File: src/rtl/mem_arbiter.sv
// Two-port (instruction/data) round-robin arbiter in front of a single-outstanding
// memory interface, with a per-access WAIT timeout that completes the access with an error.
module mem_arbiter #(
  parameter int TIMEOUT = 16
) (
  input  logic        clk,
  input  logic        rst,
  input  logic        IReq,
  input  logic        DReq,
  input  logic [31:0] IAddr,
  input  logic [31:0] DAddr,
  input  logic [31:0] DWData,
  input  logic        DWEn,
  output logic        IVld,
  output logic        DVld,
  output logic [31:0] IData,
  output logic [31:0] DData,
  output logic        IErr,
  output logic        DErr,
  output logic        RRdy,
  output logic [31:0] RAddr,
  output logic [31:0] RWData,
  output logic        RWEn,
  input  logic        RVld,
  input  logic [31:0] RData,
  output logic [1:0]  dbg_state
);

  // Handshakes: a port holds Req (and its address/data) until its one-cycle Vld;
  // RRdy is a one-cycle issue strobe, RVld a one-cycle response honoured only in WAIT.

  localparam int CW = $clog2(TIMEOUT) + 1;
  localparam logic [CW-1:0] CNT_LAST = CW'(TIMEOUT - 1);

  typedef enum logic [1:0] {
    IDLE  = 2'd0,
    ISSUE = 2'd1,
    WAIT  = 2'd2,
    RESP  = 2'd3
  } state_t;

  state_t        state;
  logic          last_d;
  logic          gnt_d;
  logic          req_wen;
  logic [CW-1:0] wait_cnt;

  logic          pick_d;
  logic          resp_fire;
  logic          resp_err;
  logic [31:0]   resp_data;

  // D wins when it is the only requester, or on a tie when I was granted last.
  assign pick_d = DReq & (~IReq | ~last_d);

  always_comb begin
    resp_fire = 1'b0;
    resp_err  = 1'b0;
    resp_data = '0;
    if (RVld) begin
      resp_fire = 1'b1;
      resp_data = req_wen ? 32'd0 : RData;
    end else if (wait_cnt == CNT_LAST) begin
      resp_fire = 1'b1;
      resp_err  = 1'b1;
    end
  end

  assign dbg_state = state;

  always_ff @(posedge clk) begin
    if (rst) begin
      state    <= IDLE;
      last_d   <= 1'b0;
      gnt_d    <= 1'b0;
      req_wen  <= 1'b0;
      wait_cnt <= '0;
      RRdy     <= 1'b0;
      RAddr    <= '0;
      RWData   <= '0;
      RWEn     <= 1'b0;
      IVld     <= 1'b0;
      DVld     <= 1'b0;
      IErr     <= 1'b0;
      DErr     <= 1'b0;
      IData    <= '0;
      DData    <= '0;
    end else begin
      case (state)
        IDLE: begin
          if (IReq || DReq) begin
            gnt_d   <= pick_d;
            last_d  <= pick_d;
            req_wen <= pick_d & DWEn;
            RRdy    <= 1'b1;
            RAddr   <= pick_d ? DAddr : IAddr;
            RWData  <= pick_d ? DWData : 32'd0;
            RWEn    <= pick_d & DWEn;
            state   <= ISSUE;
          end
        end
        ISSUE: begin
          RRdy     <= 1'b0;
          RWEn     <= 1'b0;
          wait_cnt <= '0;
          state    <= WAIT;
        end
        WAIT: begin
          if (resp_fire) begin
            IVld  <= ~gnt_d;
            DVld  <= gnt_d;
            IErr  <= ~gnt_d & resp_err;
            DErr  <= gnt_d & resp_err;
            IData <= gnt_d ? 32'd0 : resp_data;
            DData <= gnt_d ? resp_data : 32'd0;
            state <= RESP;
          end else begin
            // Stops at CNT_LAST because resp_fire forces the exit there.
            wait_cnt <= wait_cnt + 1'b1;
          end
        end
        RESP: begin
          IVld  <= 1'b0;
          DVld  <= 1'b0;
          IErr  <= 1'b0;
          DErr  <= 1'b0;
          IData <= '0;
          DData <= '0;
          state <= IDLE;
        end
        default: state <= IDLE;
      endcase
    end
  end

endmodule

File: config.mk
export PLATFORM = sky130hd
export DESIGN_NAME = mem_arbiter
export DESIGN_NICKNAME = d
export VERILOG_FILES = /design/src/rtl/mem_arbiter.sv
export SDC_FILE = /design/constraint.sdc
export NUM_CORES = 1
export LEC_CHECK = 0
export ABC_AREA = 1
export ABC_CLOCK_PERIOD_IN_PS = 1600
export BUFFER_PORTS_ARGS = -buffer_cell sky130_fd_sc_hd__buf_4
export CORE_MARGIN = 10
export CORE_UTILIZATION = 42
export DETAILED_ROUTE_END_ITERATION = 10
export PLACE_DENSITY = 0.76
export SYNTH_ARGS = -nofsm -noshare
export SYNTH_HDL_FRONTEND = slang
export SYNTH_SLANG_ARGS = --single-unit
File: constraint.sdc
create_clock -name clk -period 1.6 [get_ports clk]
set_input_delay 0.08 -clock clk [delete_from_list [all_inputs] [get_ports clk]]
set_output_delay 0.08 -clock clk [all_outputs]
set_load 0.01 [all_outputs]
==> insert_results.sql <==
INSERT INTO impl_metrics (metric_group, metric, value, unit) VALUES
('layout', 'post-route-cell-area', '0.0101', 'sq mm'),
('placement', 'place_ws', '-0.0535', 'ns'),
('layout', 'layoutNonFillerInstCount', '1357', ''),
('detailed_routing', 'drt_drc_violations_left', '0', ''),
('yosys', 'synth_xor_xnor_area_share', '0', '%'),
('global_route', 'first_global_vias', '7181', ''),
('clock_tree', 'tritoncts', 'done', ''),
('setup_path', 'end_kind', 'register', ''),
('yosys', 'synth_simple_gate_area_share', '25.5', '%'),
('setup_path', 'cp_max_fo', '7', ''),
('run', 'drv.max_cap_violation_count', '0', ''),
('detailed_routing', 'detail-route-antenna-nets', '0', ''),
('placement', 'dp.final_hpwl', '14900', 'um'),
('worst_hold_path', 'holdCritPathClass', 'in -> reg', ''),
('setup_path', 'r2r_setup_slack', '-0.04', 'ns'),
('yosys', 'synth.ff_latch_count', '143', ''),
('timing', 'layout_setup_ws', '-0.0391', 'ns'),
('yosys', 'yosys_most_used_dff', 'sky130_fd_sc_hd__dfxtp_1', ''),
('floorplanning', 'die_height', '137', 'um'),
('yosys', 'synth_top_cell_by_area', 'sky130_fd_sc_hd__dfxtp_1', ''),
('yosys', 'synth.yosys.warnings', '0', ''),
('yosys', 'netlist_top_cells_area', 'sky130_fd_sc_hd__dfxtp_1 49%, sky130_fd_sc_hd__nand2_1 14%, sky130_fd_sc_hd__a21oi_1 12%', ''),
('setup_path', 'critical_path_required', '1.89', 'ns'),
('clock_tree', 'clk_pin_slew', '0.06', 'ns'),
('placement', 'placedInstanceArea', '0.00809', 'sq mm'),
('timing', 'setup-violations-final', '32', ''),
('floorplanning', 'boundaryPins', '270', ''),
('setup_path', 'critPathLaunchType', 'register', ''),
('pwr', 'p_leak', '4.55', 'nW'),
('yosys', 'synth_area_in_compound_gates', '16.1', '%'),
('global_route', 'antenna_found_initial', '1', ''),
('yosys', 'ys_top_cells_by_count', '216 x sky130_fd_sc_hd__nand2_1, 143 x sky130_fd_sc_hd__a21oi_1, 143 x sky130_fd_sc_hd__dfxtp_1', ''),
('setup_path', 'worst-endpoint-arrival', '1.93', 'ns'),
('floorplanning', 'floorplan.initialDensity', '43.2', '%'),
('yosys', 'synthMostInstantiatedCell', 'sky130_fd_sc_hd__nand2_1', ''),
('detailed_routing', 'finalWirelength', '26600', 'um'),
('global_route', 'grt_start_max_net_pins', '85', ''),
('placement', 'placed_cells', '1215', ''),
('clock_tree', 'clock_sinks', '143', ''),
('timing', 'timing.clock.skew', '0.00964', 'ns'),
('global_route', 'grt_use_total', '26.4', '%'),
('detailed_routing', 'initial_drc_count', '579', ''),
('placement', 'place_congestion', '0.855', ''),
('clock_tree', 'cts_inserted_buffers', '17', ''),
('floorplanning', 'floorplan.die.width', '137', 'um'),
('layout', 'final_net_count', '1307', ''),
('yosys', 'synth_largest_type_area_fraction', '49.4', '%'),
('placement', 'placement.io_buffers', '269', ''),
('yosys', 'postSynthCellCount', '799', ''),
('clock_tree', 'clk_path_buf_depth', '2', ''),
('yosys', 'register_area_share_after_synthesis', '49.4', '%'),
('global_route', 'grt-ovfl-total', '0', ''),
('outcome', 'failed_checks', 'negative setup slack', ''),
('pwr', 'power.density_cell_area', '1440', 'mW/mm^2'),
('yosys', 'ys_async_sr_fraction', '0', '%'),
('yosys', 'synth.area.mux_share', '0', '%'),
('yosys', 'synth_top_family_by_area', 'simple AND/OR/NAND/NOR gates', ''),
('floorplanning', 'number_of_placement_rows', '42', ''),
('detailed_routing', 'vias_per_cell', '5.29', ''),
('detailed_routing', 'post_drt_wl_per_cell', '19.6', 'um'),
('outcome', 'run_status', 'finished, violations left', ''),
('layout', 'area_growth_syn_to_layout', '74.4', '%'),
('yosys', 'yosys.cell_types.count', '24', ''),
('clock_tree', 'insertion_delay', '0.42', 'ns'),
('clock_tree', 'htree_num_levels', '4', ''),
('timing', 'achievable-frequency', '0.610', 'GHz'),
('yosys', 'syn_avg_cell_area', '7.25', 'sq um'),
('floorplanning', 'design.die.area', '0.0189', 'sq mm'),
('timing', 'report.final.hold_viol_count', '0', ''),
('pwr', 'ir_drop', '0.00102', 'V'),
('setup_path', 'crit_path_category', 'reg -> reg', '');
[stage by stage]
stage               hold slack [ns]  power [W]
floorplan                     0.216    0.00696
detailed placement            0.310    0.00901
finish                       0.0178     0.0145
CTS                         0.00549     0.0135
global placement              0.302    0.00898
global route                 0.0345     0.0152
[cell families after synthesis]
logic type,after synthesis
buf+inv,102
compound gates,183
simple gates,365
fa+ha+maj,6
flops,143
[sequential cells by signal, indices dropped and copies added, names as in the netlist]
| register | cells |
|---|---|
| DData | 32 |
| IVld | 1 |
| req_wen | 1 |
| dbg_state | 2 |
| RRdy | 1 |
| IErr | 1 |
| IData | 32 |
| DVld | 1 |
| DErr | 1 |
| gnt_d | 1 |
| RWEn | 1 |
| RAddr | 32 |
| RWData | 32 |
| wait_cnt | 5 |
[power by group]
| part | leakage [nW] | internal, W | switching (W) | total [W] |
|---|---|---|---|---|
| clock | 0.306 | 0.00263 | 0.00159 | 0.00422 |
| sequential | 1.17 | 0.00412 | 0.000371 | 0.00449 |
| combinational | 3.08 | 0.00256 | 0.00326 | 0.00582 |
[timing repair]
item / in CTS / in global routing
gates resized for setup: 11 / 51
buffers inserted: 0 / 1
hold endpoints to repair: 66 / 0
hold buffers: 96 / 0
pin swaps: 7 / 18
gates cloned: 1 / 11
endpoints found under the setup margin: 69 / 120
[final cells by class]
cell class,count,area (sq um)
clock inverter,11,154
inverter,45,171
fill,906,3300
clock buffer,21,480
sequential,143,2870
tap,176,220
multi-input combinational,556,2680
timing repair buffer,404,3530
antenna,1,2.50
[worst max-delay path, cell delays in order (launching register included)]
cell and delay, ns:
sky130_fd_sc_hd__dfxtp_2 0.33, sky130_fd_sc_hd__ha_4 0.17, sky130_fd_sc_hd__nand2_4 0.08, sky130_fd_sc_hd__nor2_4 0.04, sky130_fd_sc_hd__ha_4 0.17, sky130_fd_sc_hd__o21ai_2 0.23
sky130_fd_sc_hd__nand2_2 0.17, sky130_fd_sc_hd__clkbuf_16 0.19, sky130_fd_sc_hd__nand3_1 0.07, sky130_fd_sc_hd__a21oi_1 0.06
[final timing paths]
check,start,end,cells past startpoint
worst min register to register,DErr,DErr,2
worst max register to register,wait_cnt[1],DData[8],9
worst max-delay path,wait_cnt[1],DData[8],9
worst min-delay path,RData[14],IData[14],5
[metal layers]
metal  track usage (%)  wire length [um]  vias to the layer above
met2              43.6             12900                      456
li1                  -                 -                     3324
met5                 0                 0                        -
met3              11.0              3260                      100
met1              28.5              9260                     3298
met4              13.2              1180                        0
[placed cells by master, fill, tap and decap left out, types with 4 or more instances in the layout]
cell                            count
sky130_fd_sc_hd__o21ai_0           33
sky130_fd_sc_hd__buf_6             11
sky130_fd_sc_hd__nor2_1            70
sky130_fd_sc_hd__clkbuf_16         22
sky130_fd_sc_hd__nand2_1          205
sky130_fd_sc_hd__clkinv_4           4
sky130_fd_sc_hd__buf_4            280
sky130_fd_sc_hd__inv_1             44
sky130_fd_sc_hd__buf_12             9
sky130_fd_sc_hd__dfxtp_1          139
sky130_fd_sc_hd__a21oi_2            8
sky130_fd_sc_hd__nand2_4            6
sky130_fd_sc_hd__a21oi_1          135
sky130_fd_sc_hd__dlygate4sd3_1     96
sky130_fd_sc_hd__nand2_2            8
sky130_fd_sc_hd__ha_4               4
sky130_fd_sc_hd__nand3_1           68
sky130_fd_sc_hd__clkbuf_8           4
(Power assumes the default switching activity.)
